$ cat config.mk
export PLATFORM = sky130hd
export DESIGN_NAME = character_drawer_flat
export DESIGN_NICKNAME = d
export VERILOG_FILES = /design/src/rtl/character_drawer_if.sv /design/src/rtl/character_drawer.sv /design/src/flat_wrapper.sv
export SDC_FILE = /design/constraint.sdc
export NUM_CORES = 1
export LEC_CHECK = 0
export ABC_AREA = 1
export BUFFER_PORTS_ARGS = -buffer_cell sky130_fd_sc_hd__buf_4
export CORE_ASPECT_RATIO = 0.6
export CORE_UTILIZATION = 50
export CTS_BUF_LIST = sky130_fd_sc_hd__clkbuf_4 sky130_fd_sc_hd__clkbuf_8 sky130_fd_sc_hd__clkbuf_16
export DETAILED_ROUTE_END_ITERATION = 10
export PLACE_DENSITY = 0.71
export SYNTH_ARGS = -nofsm -noshare
export SYNTH_HDL_FRONTEND = slang
export SYNTH_SLANG_ARGS = --single-unit
$ cat constraint.sdc
create_clock -name Clock -period 3 [get_ports Clock]
set_clock_uncertainty 0.1 [all_clocks]
set_input_delay 0.3 -clock Clock [delete_from_list [all_inputs] [get_ports Clock]]
set_output_delay 0.3 -clock Clock [all_outputs]
set_load 0.005 [all_outputs]
$ cat src/rtl/character_drawer_if.sv
// Pixel-stream bundle between the movement FSM, the drawer and the VGA adapter.
// The master side drives the position code and watches the pixel stream.
interface character_drawer_if;
  logic [3:0] CurrState;
  logic [7:0] X;
  logic [6:0] Y;
  logic [2:0] Colour;
  logic       Plot;
  logic       DoneDrawing;

  modport master (
    output CurrState,
    input  X, Y, Colour, Plot, DoneDrawing
  );

  modport slave (
    input  CurrState,
    output X, Y, Colour, Plot, DoneDrawing
  );
endinterface

$ cat src/rtl/character_drawer.sv
// Character sprite renderer: erases the sprite at its old lane position,
// then redraws it at the position given by the movement FSM code.
module character_drawer #(
  parameter int       X_ORIGIN      = 16,
  parameter int       Y_ORIGIN      = 100,
  parameter int       LANE_PITCH    = 40,
  parameter int       SPRITE_W      = 8,
  parameter int       SPRITE_H      = 8,
  parameter logic [2:0] SPRITE_COLOUR = 3'b010,
  parameter logic [2:0] BG_COLOUR     = 3'b000
) (
  input logic Clock,
  input logic Reset,
  character_drawer_if.slave bus
);

  localparam int PXW  = (SPRITE_W > 1) ? $clog2(SPRITE_W) : 1;
  localparam int PYW  = (SPRITE_H > 1) ? $clog2(SPRITE_H) : 1;
  localparam int HALF = LANE_PITCH / 2;

  typedef enum logic [1:0] {
    INIT,
    IDLE,
    ERASE,
    DRAW
  } state_t;

  state_t state_q, state_d;

  logic [3:0]     drawn_q, drawn_d;
  logic [3:0]     target_q, target_d;
  logic [2:0]     old_h_q, old_h_d;
  logic [PXW-1:0] px_q, px_d;
  logic [PYW-1:0] py_q, py_d;
  logic [7:0]     x_q, x_d;
  logic [6:0]     y_q, y_d;
  logic [2:0]     col_q, col_d;
  logic           plot_q, plot_d;
  logic           done_q, done_d;

  logic           last_px;
  logic           last_px_py;
  logic [2:0]     scan_h;

  // Transition codes map to odd half-lane slots between two positions.
  function automatic logic [2:0] half_idx(input logic [3:0] c);
    logic [2:0] h;
    case (c)
      4'd0:          h = 3'd0;
      4'd4, 4'd5:    h = 3'd1;
      4'd1:          h = 3'd2;
      4'd6, 4'd7:    h = 3'd3;
      4'd2:          h = 3'd4;
      4'd8, 4'd9:    h = 3'd5;
      4'd3:          h = 3'd6;
      default:       h = 3'd0;
    endcase
    return h;
  endfunction

  function automatic logic code_ok(input logic [3:0] c);
    return c < 4'd10;
  endfunction

  function automatic logic [7:0] base_x(input logic [2:0] h);
    return 8'(X_ORIGIN + int'(h) * HALF);
  endfunction

  assign last_px    = (px_q == PXW'(SPRITE_W - 1));
  assign last_px_py = last_px && (py_q == PYW'(SPRITE_H - 1));

  // Lane the current scan targets: home on init, old spot on erase.
  always_comb begin
    scan_h = 3'd0;
    unique case (state_q)
      INIT:  scan_h = 3'd0;
      ERASE: scan_h = old_h_q;
      DRAW:  scan_h = half_idx(target_q);
      IDLE:  scan_h = 3'd0;
    endcase
  end

  // Next-state, scan counters and registered pixel outputs.
  always_comb begin
    state_d  = state_q;
    drawn_d  = drawn_q;
    target_d = target_q;
    old_h_d  = old_h_q;
    px_d     = px_q;
    py_d     = py_q;
    x_d      = x_q;
    y_d      = y_q;
    col_d    = col_q;
    plot_d   = 1'b0;
    done_d   = done_q;

    if (state_q == IDLE) begin
      done_d = 1'b1;
      if (code_ok(bus.CurrState) && bus.CurrState != drawn_q) begin
        target_d = bus.CurrState;
        old_h_d  = half_idx(drawn_q);
        done_d   = 1'b0;
        state_d  = ERASE;
      end
    end else begin
      plot_d = 1'b1;
      done_d = 1'b0;
      x_d    = base_x(scan_h) + 8'(px_q);
      y_d    = 7'(Y_ORIGIN) + 7'(py_q);
      col_d  = (state_q == ERASE) ? BG_COLOUR : SPRITE_COLOUR;

      if (last_px) begin
        px_d = '0;
        py_d = last_px_py ? '0 : py_q + 1'b1;
      end else begin
        px_d = px_q + 1'b1;
      end

      if (last_px_py) begin
        if (state_q == ERASE) begin
          state_d = DRAW;
        end else begin
          state_d = IDLE;
          done_d  = 1'b1;
          if (state_q == DRAW) drawn_d = target_q;
        end
      end
    end
  end

  // State and output registers; reset aborts any scan immediately.
  always_ff @(posedge Clock or negedge Reset) begin
    if (!Reset) begin
      state_q  <= INIT;
      drawn_q  <= 4'd0;
      target_q <= 4'd0;
      old_h_q  <= 3'd0;
      px_q     <= '0;
      py_q     <= '0;
      x_q      <= 8'd0;
      y_q      <= 7'd0;
      col_q    <= 3'd0;
      plot_q   <= 1'b0;
      done_q   <= 1'b0;
    end else begin
      state_q  <= state_d;
      drawn_q  <= drawn_d;
      target_q <= target_d;
      old_h_q  <= old_h_d;
      px_q     <= px_d;
      py_q     <= py_d;
      x_q      <= x_d;
      y_q      <= y_d;
      col_q    <= col_d;
      plot_q   <= plot_d;
      done_q   <= done_d;
    end
  end

  assign bus.X           = x_q;
  assign bus.Y           = y_q;
  assign bus.Colour      = col_q;
  assign bus.Plot        = plot_q;
  assign bus.DoneDrawing = done_q;

endmodule

$ cat src/flat_wrapper.sv
// flat-port wrapper written by rule: the top's interface ports become plain ports
module character_drawer_flat 
#(
  parameter int       X_ORIGIN      = 16,
  parameter int       Y_ORIGIN      = 100,
  parameter int       LANE_PITCH    = 40,
  parameter int       SPRITE_W      = 8,
  parameter int       SPRITE_H      = 8,
  parameter logic [2:0] SPRITE_COLOUR = 3'b010,
  parameter logic [2:0] BG_COLOUR     = 3'b000
)
  (Clock, Reset, bus_CurrState, bus_X, bus_Y, bus_Colour, bus_Plot, bus_DoneDrawing);
  character_drawer_if bus_i ();
  input logic Clock;
  input logic Reset;
  input wire logic [$bits(bus_i.CurrState)-1:0] bus_CurrState;
  output wire logic [$bits(bus_i.X)-1:0] bus_X;
  output wire logic [$bits(bus_i.Y)-1:0] bus_Y;
  output wire logic [$bits(bus_i.Colour)-1:0] bus_Colour;
  output wire logic [$bits(bus_i.Plot)-1:0] bus_Plot;
  output wire logic [$bits(bus_i.DoneDrawing)-1:0] bus_DoneDrawing;
  assign bus_i.CurrState = bus_CurrState;
  assign bus_X = bus_i.X;
  assign bus_Y = bus_i.Y;
  assign bus_Colour = bus_i.Colour;
  assign bus_Plot = bus_i.Plot;
  assign bus_DoneDrawing = bus_i.DoneDrawing;
  character_drawer #(.X_ORIGIN(X_ORIGIN), .Y_ORIGIN(Y_ORIGIN), .LANE_PITCH(LANE_PITCH), .SPRITE_W(SPRITE_W), .SPRITE_H(SPRITE_H), .SPRITE_COLOUR(SPRITE_COLOUR), .BG_COLOUR(BG_COLOUR)) u_core (.Clock(Clock), .Reset(Reset), .bus(bus_i));
endmodule
# Yosys cells after proc, flatten, opt, wreduce, memory -nomap -nowiden
# Memories as Yosys holds them, arrays and structs flattened. A register that Yosys moved wholly into a read port is not among the register bits.
# Cells that the tools add are included.
[word_totals]
register_bits = 36
rom_bits = 96
input_bits = 6
output_inout_bits = 20
wordCells = 51
memories = 2
[memory_table]
columns = ["name", "words", "word_bits", "rd", "rd_ports_with_merged_regs", "wr", "line_no", "source"]
rows = [
  ["(name not given)", 16, 3, 1, 1, 0, "character_drawer.sv:48", "case (c)"],
  ["(name not given)", 16, 3, 1, 0, 0, "character_drawer.sv:48", ""],
]
[op_classes]
addsub = 5
n_mul = 1
order_cmp = 1
eq_ne = 7
n_mux = 13
n_bitwise = 2
reduce_logical = 10
[op_table]
columns = ["cell", "n"]
rows = [
  ["two-way mux 2 bit", 5],
  ["one-hot mux 3 bit (3 select lines)", 1],
  ["adder 6 x 8 -> 8 bit (first input constant)", 1],
  ["adder 8 x 3 -> 8 bit", 1],
  ["adder 6 x 4 -> 7 bit (first input constant)", 1],
  ["adder 3 x 1 -> 3 bit (second input constant)", 2],
  ["== test 3 bit (second input constant)", 2],
  ["multiplier 3 x 3 -> 6 bit (second input constant)", 1],
  ["two-way mux 3 bit", 2],
  ["AND reduction 2 bit", 3],
  ["two-way mux 1 bit", 5],
  ["== test 2 bit (second input constant)", 2],
  ["less-than comparator 4 bit (second input constant)", 1],
  ["!= test 4 bit", 1],
  ["AND reduction 4 bit", 1],
  ["== test 2 x 1 -> 1 bit (second input constant)", 1],
  ["logical AND 1 bit", 2],
  ["zero test 2 bit", 1],
  ["!= test 2 bit (second input constant)", 1],
  ["NOT 1 bit", 2],
  ["nonzero test 2 bit", 1],
  ["OR reduction 2 bit", 1],
  ["zero test 1 bit", 1],
]

# Logic depth before layout (Yosys ltp)
# Gate-level depths: netlist of the first run.
[depth]
word_depth = 6
ltp_mapped = 15
ltp_nobuf = 15

# Worst setup path before layout of the first run
# OpenSTA, ideal clock, no wires.
[synth_path]
path_kind = "register -> register"
start = "register u_core.state_q[0]"
end = "register u_core.x_q[7] (netlist: u_core.bus.X[7])"
setup_time_ns = 0.117
arrival_time_ns = 2.015
path_slack_ns = 0.767
stages_incl_launch_ff = 16
n_path_buf = 0
period_less_slack_ns = 2.233
path_cell_list = "dfrtp_1 > ha_1 > nand2_1 > nand2_1 > o211ai_1 > o21ai_0 > ha_1 > ha_1 > ha_1 > nand2_1 > inv_1 > nand4_1 > nand2_1 > nand2_1 > nand3_1 > nand2_1"
[synth_via]
elab_chain_len = 6
[synth_lines]
columns = ["item", "line_no", "source"]
rows = [
  ["from (decl)", "character_drawer.sv:28", "state_t state_q, state_d;"],
  ["from (signal assigned)", "character_drawer.sv:146", "state_q <= state_d;"],
  ["== test 2 x 1 -> 1 bit / zero test 2 bit (equally long branches)", "character_drawer.sv:75, character_drawer.sv:97", ""],
  ["OR reduction 2 bit (no source line)", "--", ""],
  ["one-hot mux 3 bit (3 select lines)", "character_drawer.sv:75", "unique case (state_q)"],
  ["multiplier 3 x 3 -> 6 bit", "character_drawer.sv:66", "return 8'(X_ORIGIN + int'(h) * HALF);"],
  ["adder 6 x 8 -> 8 bit", "character_drawer.sv:66", ""],
  ["adder 8 x 3 -> 8 bit", "character_drawer.sv:108", "x_d = base_x(scan_h) + 8'(px_q);"],
  ["to (signal assigned)", "character_drawer.sv:140", "x_q <= 8'd0;"],
  ["to (signal assigned)", "character_drawer.sv:152", "x_q <= x_d;"],
  ["to (decl)", "character_drawer.sv:35", "logic [7:0] x_q, x_d;"],
]
# Parallel ways exist; a longest one is shown, timed or not.
# A chain may end at the register's enable or synchronous reset.

# Worst setup path after layout of the first run
# Same ends and word-level chain as after synthesis.

==> impl_results.md, run 1 <==
* Crit path required time at about 3000 ps
* Seq cells post-synth at 35
* Final critical-path required period at about 2500 ps
* Power density cells at 766 mW/mm^2
* Core ar. at 0.00334 mm^2
* Slowest CP cell: dfrtp_1
* Total GRT Usage at 0.203
* Crit end category: flop
* Vias in the first global route at between 1000 and 1500
* Ys Warns at 0
* WS Path Type: reg -> reg
* Post-synthesis sequential area ratio at 0.490
* Cell count after synthesis at 210
* Rows at 16
* Final period util at 0.836
* Top post-synthesis cells by area: dfrtp_1, nand2_1, ha_1
* Hold crit path type: in -> reg
* Yosys top cell by area: dfrtp_1
* Worst skew pair latency at a little under 300 ps
* Vias per inst at roughly 5
* Routed via count at approximately 1400
* First-pass GRT wire length at a little under 6 mm
* Slew Limit Fails at 0
* Crit path max fanout at 4
* Most common library cells after synthesis: nand2_1, dfrtp_1, o21ai_0, inv_1, ha_1
* Final antenna-violating net count at 0
* Clk buf depth at 2
* Post-CTS Setup Repair Bufs at 0
* Layout net count at between 200 and 300
* Port bufs at 22
* Post-place setup slack at 526 ps
* Residual DRC count at 0
* Initial antenna violation count at 0
* Setup_tns at 0 ps
* Post-synth cell types at 20
* CTS sink count at 35
* Chip width at 79.2 um
* HPWL after DPL at around 2.4 mm
* PnR Total Power at 1.58 mW
* Initial Util at 0.535
* Max H-tree Level at 2
* Synthesis-to-finish area growth at 15.0%
* CTS Buf Count at 5
* Highest clock rate at ~400 MHz
* Worst Setup Start Kind: flop
* # setup viols final at 0
* First DRT Iteration DRCs at 84
* Fillers at approximately 300
* Count leader, synth: nand2_1
* Die Height at about 48 um
* WL/cell at 12.0 um
* Synth Area per Inst at 8.52 um^2
* Slew HR at 0.600
* Top_reg_cell synth: dfrtp_1
* CTS tree: done
* N_diodes at 0
* Share of cells above drive strength 1 at 0.150
* Placed Area at 0.00196 mm^2
* Max IR drop VDD at just over 0.0004 V
* Root Buffer: clkbuf_8
* CP Cell Sequence: inv_1, ha_1, inv_1, o211ai_1, o21ai_0, ha_1, ha_1, ha_1, nand2_1, inv_1, nand4_1, nand2_1, nand2_1, nand3_1, nand2_1
* Post-synth EDFFs at 0
* Share of the synthesized area in the top cell type at 0.490
* Routed wire length at 3.36 mm
* Final WS setup at 491 ps
* Worst-path clk slew at roughly 70 ps
* Placed Cells at between 200 and 300
* DRT Pass-1 Iters at 4
* Static leakage at between 1 and 1.5 nW
* MaxCap Viol Count at 0
* Final Instance Area at ~0.002 mm^2
* GRT overflow at 0
* Num ports at 26
* Status: complete, no violations
* Post-route insts no fill at roughly 280
* WP data arrival at ~2600 ps
* Worst Max-Slew Pin Slew at 601 ps
* Final Hold Violating Endpoints at 0
* Die ar. at ~0.0038 mm^2
* RSZ-0062 raised after global routing: no
* Slowest Stage Delay on Critical Path at between 400 and 500 ps
* Largest net degree at the start of global routing at 36
* Final Wtd Congestion at 0.803
* Synthesized cell area at about 0.0018 mm^2
* Asr flop ratio synth at 1.00
==> where the power goes <==
part	leakage [nW]	switching (mW)	internal (mW)
combinational	0.576	0.289	0.225
sequential	0.434	0.0921	0.628
clock	0.0470	0.162	0.180
total	1.06	0.543	1.03
==> cell families (layout without fill, tap and decap cells) <==
logic type / count (synthesis) / in the layout / share of synthesized area
AND/OR/NAND/NOR: 87 / 87 / 0.204
buffers and inverters: 36 / 58 / 0.0930
flip-flops: 35 / 35 / 0.490
AO/OA/AOI/OAI: 33 / 33 / 0.0937
adder cells (fa/ha/maj): 14 / 14 / 0.0979
XOR/XNOR: 4 / 4 / 0.0196
other: 1 / 3 / 0.00210
==> final timing paths <==
kind	start	to	slack [ps]	cells after the start
max in group asynchronous	Reset	u_core.bus.Y[0]	2090	2
max reg2reg	u_core.state_q[0]	u_core.bus.X[7]	490	15
max	u_core.state_q[0]	u_core.bus.X[7]	490	15
min	bus_CurrState[0]	u_core.target_q[0]	160	3
min in group asynchronous	Reset	u_core.target_q[1]	400	2
min reg2reg	u_core.bus.Y[0]	u_core.bus.Y[0]	390	2
==> sequential cells by signal, indices dropped and copies added, names as in the netlist <==
signal,count
u_core.bus.X,8
u_core.bus.Y,5
u_core.drawn_q,4
u_core.target_q,4
u_core.old_h_q,3
u_core.px_q,3
u_core.py_q,3
u_core.state_q,2
u_core.bus.Colour,1
u_core.bus.DoneDrawing,1
u_core.bus.Plot,1
==> through the flow <==
| stage | utilization | hold WS, ps |
|---|---|---|
| after floorplan | - | -95.6 |
| after global placement | 0.586 | 178 |
| after detailed placement | 0.586 | 176 |
| after CTS | 0.616 | 161 |
| after global routing | 0.616 | 182 |
| final | 0.616 | 159 |
==> cells in the final DEF (no fill, tap or decap) <==
master         netlist  layout
a21oi_1              4       4
buf_4                4      23
clkbuf_8             0       6
clkinv_2             0       1
conb_1               1       3
dfrtp_1             35      35
dlygate4sd3_1        0       1
ha_1                14      14
inv_1               26      26
inv_2                1       1
nand2_1             63      63
nand3_1             12      12
nand3_2              1       1
nand4_1              2       2
nor2_1               6       6
nor2_4               1       1
o211ai_1             1       1
o21ai_0             28      28
or2_2                2       2
xnor2_1              4       4
==> per-layer routing <==
layer,vias to the layer above,wire [um],GRT usage
met5,-,0,0
met4,0,43,0.0636
met3,8,169,0.0679
met2,29,1260,0.270
met1,631,1890,0.309
li1,704,-,-
==> cell type report <==
cell class,instances,area [um^2],area share
tap,45,56.3,0.0274
timing repair buffer,24,183,0.0888
multi-input combinational,141,754,0.367
clock inverter,1,5.00,0.00243
clock buffer,6,82.6,0.0401
inverter,27,101,0.0492
sequential,35,876,0.426
==> worst max-delay path: cells and delay by family (launching register included) <==
kind,cells,cell delay (ps)
buffers and inverters,3,270
AND/OR/NAND/NOR,6,450
flip-flops,1,420
AO/OA/AOI/OAI,2,250
adder cells (fa/ha/maj),4,930
==> what timing repair did <==
action / in CTS / in global routing
hold buffers: 1 / 0
hold endpoints to repair: 35 / 0
setup endpoints to repair: 0 / 0
gates resized for setup: 0 / 0
No activity file was read; power rests on OpenSTA's default activity.
==> run 2, diff against run 1 <==
- ABC_AREA: 1 -> 0
- clock period: 3 -> 2.4 ns (I/O delays scaled with it)
==> run 2 against run 1 <==
  * Synthesized area is 0.28% lower
  * Utilization grew 3.9 points
  * Final cell count fell by 18%
  * Clock-buffer cell count did not move
  * Sequential share of layout area is 2.3 points lower
  * Via count down 11%
  * Routed wire length fell by 0.45%
  * First-iteration DRC count rose by 65%
  * Critical path type unchanged
  * Clock power up 16%
  * Power is 36% lower
  * Die area shrank 0.27%
==> impl_results.md, run 2 <==
* CTS sink count at 35
* GRT overflow at 0
* Power density cells at 467 mW/mm^2
* Yosys top cell by area: dfrtp_1
* Final Hold Violating Endpoints at 0
* Crit end category: flop
* Cell count after synthesis at 150
* Final antenna-violating net count at 0
* Largest net degree at the start of global routing at 36
* Synthesized cell area at 0.00178 mm^2
* N_diodes at 0
* MaxCap Viol Count at 0
* Die ar. at around 0.0038 mm^2
* Placed Cells at 222
* Static leakage at 1.09 nW
* Share of the synthesized area in the top cell type at 0.491
* Synthesis-to-finish area growth at 21.9%
* Post-synth EDFFs at 0
* Commonest non-fill, non-tap cell in the layout: dfrtp_1
* First-pass GRT wire length at between 4 and 5 mm
* Max IR drop VDD at 0.000263 V
* Vias in the first global route at 1055
* Reg2reg path depth at 10
* First DRT Iteration DRCs at roughly 140
* Most common library cells after synthesis: dfrtp_1, mux2_2, nand2_1, ha_1, o21ai_0
* Cell count of the worst hold path at 2
* Worst skew pair latency at 280 ps
* Final Wtd Congestion at 0.801
* Post-place setup slack at -54.5 ps
* Port bufs at 22
* Asr flop ratio synth at 1.00
* Final critical-path required period at 2350 ps
* Ys Warns at 0
* Die Height at approximately 48 um
* CTS Buf Count at 5
* Initial Util at 0.537
* Initial antenna violation count at 0
* Max reg flops at 8
* Residual DRC count at 0
* Seq cells post-synth at 35
* Layout net count at 205
* Worst reg2reg path endpoint: u_core.bus.X[7]
* Commonest non-fill, non-tap cells in the layout: dfrtp_1, buf_4, mux2_2, nand2_1, o21ai_0
* Hold crit path type: in -> reg
* Routed via count at approximately 1200
* CTS tree: done
* WS Path Type: reg -> reg
* WP data arrival at roughly 2400 ps
* WL/cell at between 10 and 15 um
* Share of cells above drive strength 1 at 0.364
* Top_reg_cell synth: dfrtp_1
* Num ports at 26
* Core ar. at approximately 0.0033 mm^2
* Highest clock rate at roughly 430 MHz
* Slew Limit Fails at 0
* Chip width at approximately 79 um
* HP Start: bus_CurrState[0]
* Routed wire length at roughly 3.3 mm
* Final period util at 0.980
* Post-synthesis sequential area ratio at 0.491
* R2r setup slk at just under 50 ps
* Max H-tree Level at 2
* Hold EP: u_core.target_q[0]
* Worst Setup Start Kind: flop
* Worst-path clk slew at roughly 70 ps
* Root Buffer: clkbuf_8
* DRT Pass-1 Iters at 4
* Crit path required time at approximately 2500 ps
* Post-CTS Setup Repair Bufs at 0
* Crit path max fanout at 4
* Count leader, synth: dfrtp_1
* Post-route insts no fill at 229
* Post-synth cell types at 27
* Status: complete, no violations
* Total GRT Usage at 0.183
* Rows at 16
* Synth Area per Inst at 11.9 um^2
* Top post-synthesis cells by area: dfrtp_1, ha_1, mux2_2
* # setup viols final at 0
* Vias per inst at between 5 and 6
* HPWL after DPL at ~2.4 mm
* Clk buf depth at 2
* Final WS setup at between 40 and 50 ps
* Reg2reg start: u_core.target_q[3]
run 2: logic make-up (layout without fill, tap and decap cells):
group,after synthesis,count (layout),synth area share
flops,35,35,0.491
simple gates,35,35,0.0968
compound gates,23,23,0.0856
mux,22,22,0.148
fa+ha+maj,14,14,0.0982
xor+xnor,10,10,0.0491
buf+inv,10,42,0.0295
other cells,1,3,0.00210
run 2: area by class of cell:
class                   count  area (um^2)
well taps                  45         56.3
clock buffers               6         76.3
flip-flops and latches     35          876
multi-input cells         107          906
inverters                   3         11.3
fillers                   275         1150
repair buffers             33          250
run 2: worst max-delay path, cell delays in order, from the launching register on:
cell,delay (ps)
dfrtp_1,420
buf_4,160
xor2_1,150
a32o_2,310
ha_4,170
ha_1,210
ha_4,280
nand2_1,60
xor2_1,130
nand3_1,100
o211a_1,140
run 2: metrics by stage:
stage,power [mW],TNS (ps),utilization,hold slack [ps],area [um^2]
5_1_grt,1.05,-47.5,0.655,104,2180
2_1_floorplan,0.611,0,-,-156,1790
3_3_place_gp,0.628,0,0.616,110,2050
4_1_cts,1.03,0,0.646,95.7,2150
3_5_place_dp,0.629,-54.5,0.616,118,2050
6_report,1.02,0,0.655,102,2180
run 2: power by group:
part	leakage (nW)	total, mW	internal (mW)	switching [mW]
Clock	0.0406	0.398	0.205	0.193
Sequential	0.434	0.590	0.590	0
Combinational	0.620	0.0286	0.00884	0.0197
run 2: what timing repair did:
| item | in CTS | in global routing |
|---|---|---|
| hold buffers | 1 | 0 |
| hold endpoints to repair | 35 | 0 |
| resized for setup | 4 | 4 |
| endpoints found under the setup margin | 2 | 2 |
run 2: worst max path at each step:
stage                                   from               to  slack (ps)  cells after the start
after global routing      u_core.target_q[3]  u_core.bus.X[7]         -40                     10
after CTS                 u_core.target_q[3]  u_core.bus.X[7]          10                     10
after detailed placement   u_core.state_q[0]  u_core.bus.X[7]         -50                     11
after floorplan            u_core.state_q[0]  u_core.bus.X[7]         0.6                      9
after global placement     u_core.state_q[0]  u_core.bus.X[7]          60                      9
final                     u_core.target_q[3]  u_core.bus.X[7]          50                     10
run 2: routing by layer:
metal  GRT usage  share of wire
met3      0.0579          0.054
met1       0.266           0.51
met2       0.255           0.42
met4      0.0727          0.017
met5           0              0
==> run 3, diff against run 2 <==
- CELL_PAD_IN_SITES_DETAIL_PLACEMENT: unset -> 1
- CELL_PAD_IN_SITES_GLOBAL_PLACEMENT: unset -> 2
- CORE_UTILIZATION: 50 -> 37
- PLACE_DENSITY: 0.71 -> unset
- PLACE_DENSITY_LB_ADDON: unset -> 0.1
==> run 3 against run 2 <==
  * Sequential share of layout area shrank 1.5 points
  * Hold slack gained 8.1 ps
  * Final cell count grew 8.7%
  * Utilization shrank 16 points
  * Sequential power is essentially flat
  * Clock-buffer cell count is the same
  * Routed wire length grew 23%
  * Clock power grew 37%
  * Critical path depth shrank 2
  * Worst setup slack lost 42 ps
==> impl_results.md, run 3 (synthesis results as in run 2) <==
* Slowest Stage Delay on Critical Path at ~480 ps
* WP data arrival at 2460 ps
* HPWL after DPL at approximately 2.8 mm
* Initial antenna violation count at 0
* Placed Cells at 235
* Layout net count at a little over 200
* Final period util at 0.997
* CP delay by family, top: compound AO/OA/AOI/OAI gates
* Post-place setup slack at -119 ps
* Final Hold Violating Endpoints at 0
* Initial Util at 0.387
* Status: complete, no violations
* Worst-path clk slew at ~80 ps
* Highest metal used: met4
* WL/cell at between 15 and 20 um
* Met3 wire length at approximately 150 um
* Slew Limit Fails at 0
* # setup viols final at 0
* Internal power at between 0.9 and 1 mW
* Die ar. at between 0.005 and 0.006 mm^2
* Commonest non-fill, non-tap cell in the layout: dfrtp_1
* Reg power frac at 0.506
* Largest net degree at the start of global routing at 36
* N_diodes at 0
* Power density cells at 516 mW/mm^2
* GRT overflow at 0
* Combinational power share at 0.025
* Final Wtd Congestion at approximately 0.77
* Routed wire length at approximately 4 mm
* First-pass GRT wire length at slightly below 7 mm
* Total GRT Usage at 0.173
* Max IR drop VDD at around 0.00024 V
* Num ports at 26
* Commonest non-fill, non-tap cells in the layout: dfrtp_1, buf_4, mux2_2, nand2_1, o21ai_0
* CTS tree: done
* Clk pwr share at 0.469
* WS Path Type: reg -> reg
* CTS Buf Count at 5
* Synthesis-to-finish area growth at 26.7%
* Routed via count at ~1200
* Final core utilization at 0.490
* First DRT Iteration DRCs at 48
* Crit end category: flop
* Root Buffer: clkbuf_8
* Worst skew pair latency at about 280 ps
* Die Height at between 50 and 60 um
* Vias per inst at about 5
* Hold crit path type: in -> reg
* Clk buf depth at 2
* Core ar. at 0.00461 mm^2
* Slowest CP cell: dfrtp_2
* Port bufs at 22
* Final antenna-violating net count at 0
* Sw frac at 0.198
* Highest clock rate at 418 MHz
* DRT Pass-1 Iters at 4
* MaxCap Viol Count at 0
* Most frequent CP cell: ha_4
* Crit path max fanout at 6
* Post-route insts no fill at between 200 and 250
* Worst Setup Start Kind: flop
* Static leakage at 1.12 nW
* Crit path required time at 2470 ps
* Final critical-path required period at approximately 2400 ps
* CP Buf/Inv Count at 1
* CTS sink count at 35
* CP Cell Sequence: ha_4, buf_4, o21ai_2, ha_4, a31o_2, a41o_1, or3_1, o211a_1
* Max reg flops at 8
* Chip width at about 92 um
* NetSw at approximately 0.23 mW
* Vias in the first global route at between 1000 and 1500
* Rows at 19
* Max H-tree Level at 2
* Residual DRC count at 0
* DRT met1 WL at roughly 2.1 mm
* Share of cells above drive strength 1 at 0.392
* Final WS setup at around 6.4 ps
* DR WL met2 at 1.86 mm
[run 3: cell type report]
| cell class | instances | area [um^2] |
|---|---|---|
| Clock buffer | 6 | 82.6 |
| Clock inverter | 2 | 35.0 |
| Fill cell | 512 | 2350 |
| Inverter | 3 | 11.3 |
| Multi-Input combinational cell | 107 | 922 |
| Sequential cell | 35 | 877 |
| Tap cell | 63 | 78.8 |
| Timing Repair Buffer | 33 | 254 |
[run 3: what timing repair did]
item | 4_1_cts | 5_1_grt
hold buffers | 1 | 0
buffers inserted | 1 | 4
setup endpoints to repair | 2 | 2
pin swaps | 1 | 2
resized for setup | 8 | 6
hold endpoints to repair | 35 | 0
[run 3: final timing paths]
path | startpoint | to | slack [ps] | cells after the start
max | u_core.state_q[1] | u_core.bus.X[7] | 6 | 8
min | bus_CurrState[0] | u_core.target_q[0] | 110 | 2
max reg2reg | u_core.state_q[1] | u_core.bus.X[7] | 6 | 8
min reg2reg | u_core.bus.X[5] | u_core.bus.X[5] | 390 | 2
max in group asynchronous | Reset | u_core.state_q[1] | 1500 | 2
min in group asynchronous | Reset | u_core.drawn_q[1] | 350 | 2
[run 3: worst register-to-register path, cell delays in order (launching register included)]
cell and delay, ps:
dfrtp_2 480, ha_4 210, buf_4 140, o21ai_2 240, ha_4 240, a31o_2 200, a41o_1 230, or3_1 330
o211a_1 120
[run 3: routing by layer]
layer  up-vias  global-route usage
li1        590                   -
met1       626               0.249
met2        24               0.262
met3         2              0.0505
met4         0              0.0272
met5         -                   0
[run 3: power by group through the flow]
stage / registers, mW / clock network [mW] / logic (mW)
2_1_floorplan: 0.601 / 0 / 0.0104
3_3_place_gp: 0.601 / 0 / 0.0276
3_5_place_dp: 0.601 / 0 / 0.0285
4_1_cts: 0.589 / 0.561 / 0.0300
5_1_grt: 0.589 / 0.596 / 0.0338
6_report: 0.589 / 0.547 / 0.0290
[run 3: metrics by stage]
stage	hold WS, ps	area (um^2)	total power [mW]	setup TNS, ps
final	110	2260	1.17	0
after global routing	105	2260	1.22	-47.2
after CTS	111	2210	1.18	0
after detailed placement	125	2030	0.629	-177
after global placement	116	2030	0.629	0
after floorplan	-156	1790	0.611	0
